### config.mk
export PLATFORM = sky130hd
export DESIGN_NAME = multicycle_control
export DESIGN_NICKNAME = d
export VERILOG_FILES = /design/src/rtl/mips_isa.sv /design/src/rtl/alu_op_decode.sv /design/src/rtl/multicycle_control.sv
export SDC_FILE = /design/constraint.sdc
export NUM_CORES = 1
export LEC_CHECK = 0
export BUFFER_PORTS_ARGS = -buffer_cell sky130_fd_sc_hd__buf_2
export CAP_MARGIN = 20
export CORE_UTILIZATION = 49
export CTS_BUF_LIST = sky130_fd_sc_hd__clkbuf_8
export CTS_CLUSTER_DIAMETER = 80
export DETAILED_ROUTE_END_ITERATION = 8
export PLACE_DENSITY = 0.83
export RECOVER_POWER = 25
export SLEW_MARGIN = 30
export SYNTH_ARGS = -nofsm -noshare
export SYNTH_HDL_FRONTEND = slang
export SYNTH_SLANG_ARGS = --single-unit
### constraint.sdc
create_clock -name clk -period 1.8 [get_ports clk]
set_input_delay 0.09 -clock clk [delete_from_list [all_inputs] [get_ports clk]]
set_output_delay 0.09 -clock clk [all_outputs]
set_load 0.01 [all_outputs]
### src/rtl/mips_isa.sv
// Shared MIPS ISA definitions: sequencer states, ALU op codes, datapath mux
// encodings and opcode class decoding used by control and decode logic.
package mips_isa;

    typedef enum logic [2:0] {
        ST_IDLE,
        ST_FETCH,
        ST_DECODE,
        ST_EXEC,
        ST_MEM,
        ST_WB,
        ST_HALT
    } state_t;

    localparam logic [2:0] ALU_ADD  = 3'b000;
    localparam logic [2:0] ALU_SUB  = 3'b001;
    localparam logic [2:0] ALU_SLT  = 3'b010;  // shift / compare
    localparam logic [2:0] ALU_AND  = 3'b011;
    localparam logic [2:0] ALU_OR   = 3'b100;
    localparam logic [2:0] ALU_XOR  = 3'b101;
    localparam logic [2:0] ALU_NOR  = 3'b110;
    localparam logic [2:0] ALU_NONE = 3'b111;

    localparam logic [1:0] PC_SRC_SEQ    = 2'b00;
    localparam logic [1:0] PC_SRC_BRANCH = 2'b01;
    localparam logic [1:0] PC_SRC_JUMP   = 2'b10;
    localparam logic [1:0] PC_SRC_REG    = 2'b11;

    localparam logic [1:0] SRC_B_RT       = 2'b00;
    localparam logic [1:0] SRC_B_FOUR     = 2'b01;
    localparam logic [1:0] SRC_B_IMM      = 2'b10;
    localparam logic [1:0] SRC_B_IMM_SHL2 = 2'b11;

    typedef enum logic [2:0] {
        CLS_RTYPE,
        CLS_JUMP,
        CLS_BRANCH,
        CLS_ALU_IMM,
        CLS_LOAD,
        CLS_STORE,
        CLS_ILLEGAL
    } op_class_t;

    function automatic op_class_t op_class(input logic [5:0] opcode);
        op_class_t cls;
        casez (opcode)
            6'b000000: cls = CLS_RTYPE;
            6'b00001?: cls = CLS_JUMP;
            6'b0001??: cls = CLS_BRANCH;
            6'b001???: cls = CLS_ALU_IMM;
            6'b100???: cls = CLS_LOAD;
            6'b101???: cls = CLS_STORE;
            default:   cls = CLS_ILLEGAL;
        endcase
        return cls;
    endfunction

    function automatic logic is_jr(input logic [5:0] funct);
        return funct[5:3] == 3'b001;
    endfunction

endpackage

### src/rtl/alu_op_decode.sv
// Combinational ALU operation select for the EXEC step, derived from the
// instruction register opcode and funct fields.
module alu_op_decode
    import mips_isa::*;
(
    input  logic [5:0] opcode,
    input  logic [5:0] funct,
    output logic [2:0] alu_op
);

    always_comb begin
        // NOTE: assign every always_comb output a default first so no path can infer a latch.
        alu_op = ALU_NONE;
        case (op_class(opcode))
            CLS_RTYPE: begin
                casez (funct)
                    6'b10000?:         alu_op = ALU_ADD;
                    6'b10001?:         alu_op = ALU_SUB;
                    6'b000???,
                    6'b1010??:         alu_op = ALU_SLT;
                    6'b100100:         alu_op = ALU_AND;
                    6'b100101:         alu_op = ALU_OR;
                    6'b100110:         alu_op = ALU_XOR;
                    6'b100111:         alu_op = ALU_NOR;
                    default:           alu_op = ALU_NONE;
                endcase
            end
            CLS_ALU_IMM: begin
                casez (opcode[2:0])
                    3'b00?:  alu_op = ALU_ADD;
                    3'b01?:  alu_op = ALU_SLT;
                    3'b100:  alu_op = ALU_AND;
                    3'b101:  alu_op = ALU_OR;
                    3'b110:  alu_op = ALU_XOR;
                    default: alu_op = ALU_SLT;  // lui goes through the shifter
                endcase
            end
            CLS_BRANCH:           alu_op = ALU_SUB;
            CLS_LOAD, CLS_STORE:  alu_op = ALU_ADD;
            default:              alu_op = ALU_NONE;
        endcase
    end

endmodule

### src/rtl/multicycle_control.sv
// Multi-cycle MIPS sequencer: Moore FSM stepping FETCH/DECODE/EXEC/MEM/WB with
// a ready handshake on the shared memory port, illegal-opcode and timeout flags.
module multicycle_control
    import mips_isa::*;
#(
    parameter int TIMEOUT_CYCLES = 15
) (
    input  logic       clk,
    input  logic       rst_n,
    input  logic [5:0] opcode,
    input  logic [5:0] funct,
    input  logic       zero,
    input  logic       mem_ready,
    output logic       mem_read,
    output logic       mem_write,
    output logic       iord,
    output logic       ir_write,
    output logic       pc_write,
    output logic [1:0] pc_src,
    output logic       reg_write,
    output logic       reg_dst,
    output logic       mem2reg,
    output logic       alu_src_a,
    output logic [1:0] alu_src_b,
    output logic [2:0] alu_op,
    output logic       retire,
    output logic       illegal,
    output logic       bus_error
);

    state_t    state, state_next;
    logic [7:0] wait_cnt;
    op_class_t cls;
    logic [2:0] exec_alu_op;
    logic       waiting;
    logic       wait_expired;

    assign cls          = op_class(opcode);
    assign waiting      = ((state == ST_FETCH) || (state == ST_MEM)) && !mem_ready;
    assign wait_expired = waiting && ((wait_cnt + 8'd1) == 8'(TIMEOUT_CYCLES));

    alu_op_decode u_alu_op_decode (
        .opcode (opcode),
        .funct  (funct),
        .alu_op (exec_alu_op)
    );

    // NOTE: sequential state uses non-blocking assignments so every register samples pre-edge values.
    always_ff @(posedge clk or negedge rst_n) begin
        if (!rst_n) begin
            state     <= ST_IDLE;
            wait_cnt  <= 8'd0;
            bus_error <= 1'b0;
        end else begin
            state <= state_next;
            if (state_next != state) begin
                wait_cnt <= 8'd0;
            end else if (waiting) begin
                wait_cnt <= wait_cnt + 8'd1;
            end
            if (wait_expired) begin
                bus_error <= 1'b1;
            end
        end
    end

    always_comb begin
        state_next = state;
        mem_read   = 1'b0;
        mem_write  = 1'b0;
        iord       = 1'b0;
        ir_write   = 1'b0;
        pc_write   = 1'b0;
        pc_src     = PC_SRC_SEQ;
        reg_write  = 1'b0;
        reg_dst    = 1'b0;
        mem2reg    = 1'b0;
        alu_src_a  = 1'b0;
        alu_src_b  = SRC_B_RT;
        alu_op     = ALU_NONE;
        retire     = 1'b0;
        illegal    = 1'b0;

        case (state)
            ST_IDLE: begin
                alu_op     = ALU_ADD;  // every output reads zero coming out of reset
                state_next = ST_FETCH;
            end
            ST_FETCH: begin
                mem_read  = 1'b1;
                alu_src_b = SRC_B_FOUR;
                alu_op    = ALU_ADD;
                if (mem_ready) begin
                    ir_write   = 1'b1;
                    pc_write   = 1'b1;
                    state_next = ST_DECODE;
                end else if (wait_expired) begin
                    state_next = ST_HALT;
                end
            end
            ST_DECODE: begin
                alu_src_b = SRC_B_IMM_SHL2;
                alu_op    = ALU_ADD;
                if (cls == CLS_ILLEGAL) begin
                    illegal    = 1'b1;
                    state_next = ST_FETCH;
                end else begin
                    state_next = ST_EXEC;
                end
            end
            ST_EXEC: begin
                case (cls)
                    CLS_RTYPE: begin
                        alu_src_a = 1'b1;
                        alu_src_b = SRC_B_RT;
                        alu_op    = exec_alu_op;
                        if (is_jr(funct)) begin
                            pc_write   = 1'b1;
                            pc_src     = PC_SRC_REG;
                            retire     = 1'b1;
                            state_next = ST_FETCH;
                        end else begin
                            state_next = ST_WB;
                        end
                    end
                    CLS_ALU_IMM: begin
                        alu_src_a  = 1'b1;  // immediate forms operate on rs
                        alu_src_b  = SRC_B_IMM;
                        alu_op     = exec_alu_op;
                        state_next = ST_WB;
                    end
                    CLS_BRANCH: begin
                        alu_src_a = 1'b1;
                        alu_src_b = SRC_B_RT;
                        alu_op    = exec_alu_op;
                        // beq/bne family: taken when zero differs from opcode[0]
                        if (zero != opcode[0]) begin
                            pc_write = 1'b1;
                            pc_src   = PC_SRC_BRANCH;
                        end
                        retire     = 1'b1;
                        state_next = ST_FETCH;
                    end
                    CLS_JUMP: begin
                        pc_write   = 1'b1;
                        pc_src     = PC_SRC_JUMP;
                        retire     = 1'b1;
                        state_next = ST_FETCH;
                    end
                    CLS_LOAD, CLS_STORE: begin
                        alu_src_a  = 1'b1;
                        alu_src_b  = SRC_B_IMM;
                        alu_op     = exec_alu_op;
                        state_next = ST_MEM;
                    end
                    default: state_next = ST_FETCH;
                endcase
            end
            ST_MEM: begin
                iord      = 1'b1;
                mem_read  = (cls == CLS_LOAD);
                mem_write = (cls != CLS_LOAD);
                if (mem_ready) begin
                    if (cls == CLS_LOAD) begin
                        state_next = ST_WB;
                    end else begin
                        retire     = 1'b1;
                        state_next = ST_FETCH;
                    end
                end else if (wait_expired) begin
                    state_next = ST_HALT;
                end
            end
            ST_WB: begin
                reg_write  = 1'b1;
                reg_dst    = (cls == CLS_RTYPE);
                mem2reg    = (cls == CLS_LOAD);
                retire     = 1'b1;
                state_next = ST_FETCH;
            end
            ST_HALT:  state_next = ST_HALT;
            default:  state_next = ST_IDLE;
        endcase
    end

endmodule

==> results.py, run 1 <==
metrics = {
    "synth": {
        "async_reset_ff_share_pct": 100,
        "synth_commonest_cells": "nor2_1, a21oi_1, dfrtp_1, a211oi_1",
        "yosysTopAreaCell": "dfrtp_1",
        "ys_ff_latch": 12,
        "synth_area_leaders": "dfrtp_1, a211oi_1, xor2_1",
        "synth_most_common_cell": "nor2_1",
        "synth_edf_count": 0,
        "yosysSeqAreaShare_pct": 23.9,
        "synth.distinct_cells": 48,
        "yosys.area.top_type_share_pct": 23.9,
        "synth_fp_nets": 188,
        "synth_flop_cell": "dfrtp_1",
        "syn_area_per_cell_um2": 7.40,
        "netlist_instances": 170,
        "syn_area_um2": 1260,
        "synth_warnings": 0,
    },
    "critical_path": {
        "crit_path_top_delay_cell": "or3_4",
        "path_cells": "ha_2, xor2_1, nand3_1, or3_4, o21ai_4, a211oi_1",
        "critical-path-max-stage-delay_ps": 420,
        "end_kind": "register",
        "worstPathArrival_ps": 1880,
        "crit_type": "reg -> reg",
        "cpLargestDelayFamily": "simple AND/OR/NAND/NOR gates",
        "critPathBufInv": 0,
        "cp.required_ps": 1870,
        "critPathMaxFanout": 8,
        "start_kind": "register",
    },
    "place": {
        "port_buffers": 34,
        "place.gp.congestion": 0.843,
        "place_ws_ps": -64.1,
        "dp.final_hpwl_um": 2780,
        "placed_area_um2": 1560,
    },
    "finish": {
        "design_area_um2": 1700,
        "utilization_pct": 73.2,
        "drive_gt1_share_pct": 33.8,
        "final_nets": 241,
        "diodes": 0,
        "fillCellCount": 181,
        "area_growth_pct": 35.0,
    },
    "grt": {
        "grt_usage_pct": 29.8,
        "antenna_found_initial": 0,
        "grt_pass1_vias": 1361,
        "grt-ovfl-total": 0,
        "grt_pass1_wl_um": 6070,
        "grt_start_max_net_pins": 22,
    },
    "timing": {
        "clock-skew-final_ps": 4.83,
        "hold_viol_final": 0,
        "max_clock_freq_mhz": 555,
        "setup-violations-final": 1,
        "period_needed_ps": 1800,
        "rsz0062_at_grt": "yes",
        "slew_headroom_pct": 52.3,
        "tightest_slew_ps": 714,
        "fin_crit_sh_pct": 100,
        "setup_slack_ps": -2.45,
        "final_max_slew_viol_count": 0,
    },
    "cts": {
        "clock_latency_ps": 250,
        "clk_pin_slew_worst_paths_ps": 60,
        "numCtsBuffers": 3,
        "cts_tree": "done",
        "cts_root_buf": "clkbuf_8",
        "cts_max_path_buffers": 2,
        "htree_levels": 1,
        "cts.sinks": 12,
    },
    "floorplanning": {
        "row_count": 17,
        "start_util_pct": 54.2,
        "die_x_um": 52.7,
        "dieHeight_um": 52.7,
        "ioPinCount": 35,
        "die_area_um2": 2770,
        "core_area_um2": 2320,
    },
    "run": {
        "max-cap-violations": 0,
    },
    "drt": {
        "wire_per_inst_um": 15.0,
        "post-route-drc-count": 0,
        "ant_nets": 0,
        "totalWireLength_um": 3750,
        "drt_iter0_drc": 65,
        "vias": 1497,
        "via_per_inst": 5.99,
        "first_pass_iters": 4,
    },
    "power_and_ir_drop": {
        "power_per_cell_area_nw_per_um2": 1030,
        "p_leak_uw": 0.000756,
        "ir_drop_mv": 0.659,
    },
    "outcome": {
        "status": "complete, but fails checks",
        "failed_checks": "setup timing",
    },
    "hold_path": {
        "hp-class": "in -> reg",
    },
}
per-stage QoR:
stage	total power (uW)	hold WS, ps	TNS (ps)	cells
floorplan	918	-206	0	170
global placement	1280	-26.8	0	241
detailed placement	1320	-16.0	-256	241
CTS	1690	142	-13.7	247
global route	1860	140	-517	250
finish	1760	156	-2.45	250
report_power, final:
part	total, uW	switching, uW	internal [uW]
Clock	297	103	193
Sequential	365	55.2	309
Combinational	1100	610	486
state kept, by name, summed over array words and instances (netlist names):
signal / flops
wait_cnt: 8
state: 3
bus_error: 1
worst paths after layout:
check	startpoint	to	slack, ps	depth (start not counted)
max in group asynchronous	rst_n	state[1]$_DFF_PN0_	960	2
min in group asynchronous	rst_n	wait_cnt[6]$_DFFE_PN0P_	380	2
hold / removal	mem_ready	state[0]$_DFF_PN0_	160	2
hold reg to reg	bus_error$_DFFE_PN0P_	bus_error$_DFFE_PN0P_	470	1
setup / recovery	wait_cnt[0]$_DFFE_PN0P_	wait_cnt[7]$_DFFE_PN0P_	-2	6
setup reg to reg	wait_cnt[0]$_DFFE_PN0P_	wait_cnt[7]$_DFFE_PN0P_	-2	6
worst register-to-register path: cells and delay by family, from the launching register on:
family,cells,cell delay (ps)
XOR/XNOR,1,130
flip-flops,1,390
adder cells (fa/ha/maj),1,210
AND/OR/NAND/NOR,2,510
AO/OA/AOI/OAI,2,400
metal layers:
layer,track usage [%],part of all wire (%),up-vias
met2,48.7,48,67
li1,-,-,723
met1,40.0,44,698
met4,8.33,1.6,0
met5,0,0,-
met3,5.22,5.9,9
cell type report:
class | instances | area (um^2) | share of cell area [%]
multi-input cells | 140 | 927 | 54.6
repair buffers | 57 | 344 | 20.3
flip-flops and latches | 12 | 303 | 17.8
clock buffers | 4 | 55.1 | 3.24
well taps | 28 | 35.0 | 2.06
inverters | 9 | 33.8 | 1.99
timing repair:
| action | 4_1_cts | 5_1_grt |
|---|---|---|
| setup buffers | 1 | 3 |
| hold buffers | 1 | 0 |
| resized for setup | 9 | 1 |
| pin swaps | 3 | 3 |
| hold endpoints to repair | 12 | 0 |
| setup endpoints to repair | 10 | 13 |
| cloned | 0 | 0 |
kinds of logic after synthesis:
logic type               after synthesis  share of synthesized area [%]
flip-flops                            12                           23.9
AND/OR/NAND/NOR                       76                           32.9
adder cells (fa/ha/maj)                3                           2.79
buffers and inverters                 18                           5.37
AO/OA/AOI/OAI                         48                           25.4
XOR/XNOR                              13                           9.65
cells in the final DEF, fill, tap and decap left out, types with 2 or more instances in the layout:
cell type / count
a211oi_1: 9
a21oi_1: 12
buf_2: 33
buf_4: 22
clkbuf_8: 4
dfrtp_1: 10
dfrtp_2: 2
inv_1: 7
nand2_1: 8
nand2_2: 2
nand2b_1: 4
nand3_1: 9
nand3b_1: 2
nor2_1: 17
nor2b_1: 5
nor3_1: 7
nor3b_1: 3
nor4_1: 2
o21ai_0: 4
o21ai_1: 3
o21bai_1: 4
o22ai_1: 2
o32ai_1: 2
or2_1: 2
or3_1: 4
xnor2_1: 4
xor2_1: 8
No activity file was read; power rests on OpenSTA's default activity.
==> run 2, diff against run 1 <==
--- a/config.mk
+++ b/config.mk
@@ -13,6 +13,7 @@
 export DETAILED_ROUTE_END_ITERATION = 8
 export PLACE_DENSITY = 0.83
 export RECOVER_POWER = 25
+export REMOVE_ABC_BUFFERS = 1
 export SLEW_MARGIN = 30
 export SYNTH_ARGS = -nofsm -noshare
 export SYNTH_HDL_FRONTEND = slang
==> results.py, run 2 (synthesis results as in run 1) <==
metrics = {
    "drt": {
        "ant_nets": 0,
        "drt_iter0_drc": 40,
        "totalWireLength_um": 3430,
        "wire_per_inst_um": 13.8,
        "post-route-drc-count": 0,
        "via_per_inst": 5.88,
        "first_pass_iters": 4,
        "vias": 1459,
    },
    "timing": {
        "setup-violations-final": 0,
        "max_clock_freq_mhz": 563,
        "fin_crit_sh_pct": 98.7,
        "clock-skew-final_ps": 2.31,
        "tightest_slew_ps": 645,
        "period_needed_ps": 1780,
        "hold_viol_final": 0,
        "holdWs_ps": 120,
        "rsz0062_at_grt": "yes",
        "final_max_slew_viol_count": 0,
        "slew_headroom_pct": 56.9,
    },
    "finish": {
        "final_nets": 239,
        "layout_common_cells": "buf_2, buf_4, nor2_1",
        "design_area_um2": 1690,
        "final_common_cell": "buf_2",
        "fillCellCount": 180,
        "largest_register": "wait_cnt",
        "utilization_pct": 72.9,
        "largest_reg_flops": 8,
        "diodes": 0,
        "area_growth_pct": 34.3,
        "drive_gt1_share_pct": 34.1,
        "largestRegisters": "wait_cnt x8, state x3, bus_error x1",
    },
    "critical_path": {
        "crit_path_top_delay_cell": "or3_4",
        "path_cells": "ha_2, xor2_1, nand3_1, or3_4, o21ai_4, a211oi_1",
        "critical-path-max-stage-delay_ps": 420,
        "cp.required_ps": 1880,
        "end_kind": "register",
        "worstPathArrival_ps": 1850,
        "cpLargestDelayFamily": "simple AND/OR/NAND/NOR gates",
        "critPathBufInv": 0,
        "crit_type": "reg -> reg",
        "critPathMaxFanout": 8,
        "start_kind": "register",
    },
    "grt": {
        "grt_pass1_wl_um": 5780,
        "grt_usage_pct": 27.9,
        "antenna_found_initial": 0,
        "grt_pass1_vias": 1280,
        "grt_start_max_net_pins": 22,
        "grt-ovfl-total": 0,
    },
    "run": {
        "max-cap-violations": 0,
    },
    "cts": {
        "cts_root_buf": "clkbuf_8",
        "cts.sinks": 12,
        "cts_max_path_buffers": 2,
        "post_cts_buffers": 0,
        "numCtsBuffers": 3,
        "htree_levels": 1,
        "clk_pin_slew_worst_paths_ps": 50,
        "clock_latency_ps": 240,
        "cts_tree": "done",
    },
    "floorplanning": {
        "dieHeight_um": 52.7,
        "core_area_um2": 2320,
        "die_area_um2": 2770,
        "ioPinCount": 35,
        "row_count": 17,
        "start_util_pct": 54.2,
        "die_x_um": 52.7,
    },
    "place": {
        "placed_area_um2": 1580,
        "dp.final_hpwl_um": 2570,
        "place.gp.congestion": 0.871,
        "port_buffers": 34,
    },
    "outcome": {
        "status": "completed",
    },
    "power_and_ir_drop": {
        "power_per_cell_area_nw_per_um2": 995,
        "p_leak_uw": 0.000744,
        "ir_drop_mv": 1.09,
        "total_power_uw": 1680,
    },
    "hold_path": {
        "hp-class": "in -> reg",
    },
}
## run 2: worst register-to-register path: cells and delay by family (launching register included)
| family | cells | cell delay (ps) |
|---|---|---|
| AOI/OAI and AO/OA | 2 | 360 |
| xor gates and xnor gates | 1 | 150 |
| adders and majority gates | 1 | 200 |
| DFF | 1 | 380 |
| and+or+nand+nor | 2 | 510 |
## run 2: final timing paths
path / startpoint / endpoint / slack, ps / depth (start not counted)
max reg2reg: wait_cnt[0]$_DFFE_PN0P_ / wait_cnt[6]$_DFFE_PN0P_ / 20 / 6
max in group asynchronous: rst_n / wait_cnt[2]$_DFFE_PN0P_ / 970 / 2
min: mem_ready / state[0]$_DFF_PN0_ / 120 / 2
max: wait_cnt[0]$_DFFE_PN0P_ / wait_cnt[6]$_DFFE_PN0P_ / 20 / 6
min in group asynchronous: rst_n / bus_error$_DFFE_PN0P_ / 380 / 2
min reg2reg: bus_error$_DFFE_PN0P_ / bus_error$_DFFE_PN0P_ / 470 / 1
## run 2: what timing repair did
item                                   CTS  global route
cloned                                   0             0
resized for setup                        6             6
setup endpoints to repair               10            11
endpoints found under the hold margin   12             0
hold buffers                             1             0
pin swaps                                0             3
## run 2: final cells by class
cell class                 count  area, um^2  share of cell area, %
multi-input combinational    140         932                   55.2
timing repair buffer          55         329                   19.5
sequential                    12         304                   18.0
clock buffer                   4        55.1                   3.26
tap                           28        35.0                   2.07
inverter                       9        33.8                   2.00
## run 2: power by group
part | internal (uW) | total, uW | switching, uW
Clock | 193 | 293 | 99.6
Sequential | 309 | 361 | 51.4
Combinational | 463 | 1030 | 564
## run 2: through the flow
stage	setup slack, ps	std cells	TNS [ps]
floorplan	-126	161	-588
global placement	38.6	243	0
detailed placement	-46.7	243	-116
CTS	1.77	248	0
global route	-78.0	248	-366
finish	24.1	248	0
## run 2: metal layers
metal	global-route usage [%]	wire length, um	up-vias
met4	6.58	36	0
li1	-	-	721
met3	2.61	175	5
met5	0	0	-
met2	46.0	1610	45
met1	38.8	1610	688
==> run 3, diff against run 2 <==
--- a/config.mk
+++ b/config.mk
@@ -7,6 +7,7 @@
 export LEC_CHECK = 0
 export BUFFER_PORTS_ARGS = -buffer_cell sky130_fd_sc_hd__buf_2
 export CAP_MARGIN = 20
+export CORE_ASPECT_RATIO = 0.7
 export CORE_UTILIZATION = 49
 export CTS_BUF_LIST = sky130_fd_sc_hd__clkbuf_8
 export CTS_CLUSTER_DIAMETER = 80
==> results.py, run 3 (synthesis results as in run 1) <==
metrics = {
    "grt": {
        "grt_pass1_vias": 1474,
        "antenna_found_initial": 0,
        "grt_pass1_wl_um": 6880,
        "grt_usage_pct": 31.8,
        "grt_start_max_net_pins": 22,
        "grt-ovfl-total": 0,
    },
    "floorplanning": {
        "ioPinCount": 35,
        "die_area_um2": 2780,
        "dieHeight_um": 44.4,
        "row_count": 14,
        "core_area_um2": 2280,
        "start_util_pct": 55.2,
        "die_x_um": 62.5,
    },
    "critical_path": {
        "cpLargestDelayFamily": "simple AND/OR/NAND/NOR gates",
        "critPathBufInv": 1,
        "cp-startpoint": "wait_cnt[0]$_DFFE_PN0P_",
        "start_kind": "register",
        "cp.depth": 7,
        "end_kind": "register",
        "reg2regPathDepth": 7,
        "r2r-start": "wait_cnt[0]$_DFFE_PN0P_",
        "crit_type": "reg -> reg",
        "critPathMaxFanout": 6,
        "endpoint": "wait_cnt[4]$_DFFE_PN0P_",
        "crit_path_top_delay_cell": "dfrtp_1",
        "r2r-end": "wait_cnt[4]$_DFFE_PN0P_",
        "r2r_slack_ps": -80,
        "cp.required_ps": 1860,
        "path_cells": "ha_4, xor2_2, nand3_2, or3_4, o21ai_4, buf_6, a211oi_1",
        "critical-path-max-stage-delay_ps": 430,
        "worstPathArrival_ps": 1930,
    },
    "power_and_ir_drop": {
        "ir_drop_mv": 0.867,
        "p_leak_uw": 0.000776,
        "power_per_cell_area_nw_per_um2": 1050,
    },
    "finish": {
        "area_growth_pct": 41.9,
        "drive_gt1_share_pct": 36.7,
        "diodes": 0,
        "final_common_cell": "buf_2",
        "largest_register": "wait_cnt",
        "largestRegisters": "wait_cnt x8, state x3, bus_error x1",
        "instances_no_fill": 258,
        "layout_common_cells": "buf_2, buf_4, nor2_1",
        "final_nets": 245,
        "largest_reg_flops": 8,
    },
    "timing": {
        "fin_tns_setup_ps": -373,
        "rsz0062_at_grt": "yes",
        "fin_crit_sh_pct": 104,
        "hold_viol_final": 0,
        "setup_slack_ps": -75.2,
        "period_needed_ps": 1880,
        "clock-skew-final_ps": 1.63,
        "tightest_slew_ps": 937,
        "max_clock_freq_mhz": 533,
        "holdWs_ps": 170,
        "slew_headroom_pct": 37.4,
        "final_max_slew_viol_count": 0,
        "setup-violations-final": 10,
    },
    "cts": {
        "cts_max_path_buffers": 2,
        "cts_root_buf": "clkbuf_8",
        "post_cts_buffers": 0,
        "cts_tree": "done",
        "numCtsBuffers": 3,
        "clock_latency_ps": 240,
        "htree_levels": 1,
        "clk_pin_slew_worst_paths_ps": 50,
        "cts.sinks": 12,
    },
    "drt": {
        "vias": 1656,
        "first_pass_iters": 5,
        "drt_iter0_drc": 127,
        "met2WireLength_um": 2090,
        "post-route-drc-count": 0,
        "wl_met3_um": 525,
        "ant_nets": 0,
        "top_layer": "met4",
        "wire_per_inst_um": 18.4,
        "wl_met1_um": 1980,
        "via_per_inst": 6.42,
        "totalWireLength_um": 4750,
    },
    "outcome": {
        "failed_checks": "setup timing",
        "status": "complete, but fails checks",
    },
    "place": {
        "port_buffers": 34,
        "place_ws_ps": -46.5,
        "place_inst": 253,
        "place.gp.congestion": 0.882,
        "dp.final_hpwl_um": 3030,
    },
    "hold_path": {
        "hp-class": "in -> reg",
        "hold_start": "mem_ready",
    },
    "run": {
        "max-cap-violations": 0,
    },
}
==> run 3: what timing repair did <==
item | in CTS | in global routing
hold buffers | 1 | 0
endpoints found under the setup margin | 8 | 10
resized for setup | 5 | 14
endpoints found under the hold margin | 12 | 0
pin swaps | 2 | 10
==> run 3: area by class of cell <==
class	instances	area [um^2]
timing repair buffer	61	382
sequential	12	302
fill	150	493
multi-input combinational	140	970
clock buffer	4	55.1
tap	32	40.0
inverter	9	36.3
==> run 3: worst min-delay path by stage <==
stage | endpoint | slack, ps | cells after the start
after floorplan | bus_error$_DFFE_PN0P_ | -210 | 0
after global placement | wait_cnt[7]$_DFFE_PN0P_ | -30 | 1
after detailed placement | wait_cnt[3]$_DFFE_PN0P_ | -20 | 1
after CTS | state[0]$_DFF_PN0_ | 150 | 2
after global routing | state[0]$_DFF_PN0_ | 180 | 2
final | state[0]$_DFF_PN0_ | 170 | 2
==> run 3: routing by layer <==
layer,up-vias,GRT usage [%]
li1,729,-
met1,762,43.8
met2,144,53.5
met3,21,6.70
met4,0,4.19
met5,-,0
==> run 3: metrics by stage <==
stage,area [um^2],power (uW),util (%)
after floorplan,1220,887,-
after global placement,1630,1360,71.5
after detailed placement,1630,1410,71.5
after CTS,1710,1730,75.0
after global routing,1780,1950,78.4
final,1780,1870,78.4
==> run 3: power breakdown <==
| part | total, uW | switching (uW) | internal, uW |
|---|---|---|---|
| Combinational | 1210 | 695 | 511 |
| Clock | 293 | 99.4 | 193 |
| Sequential | 374 | 67.4 | 307 |
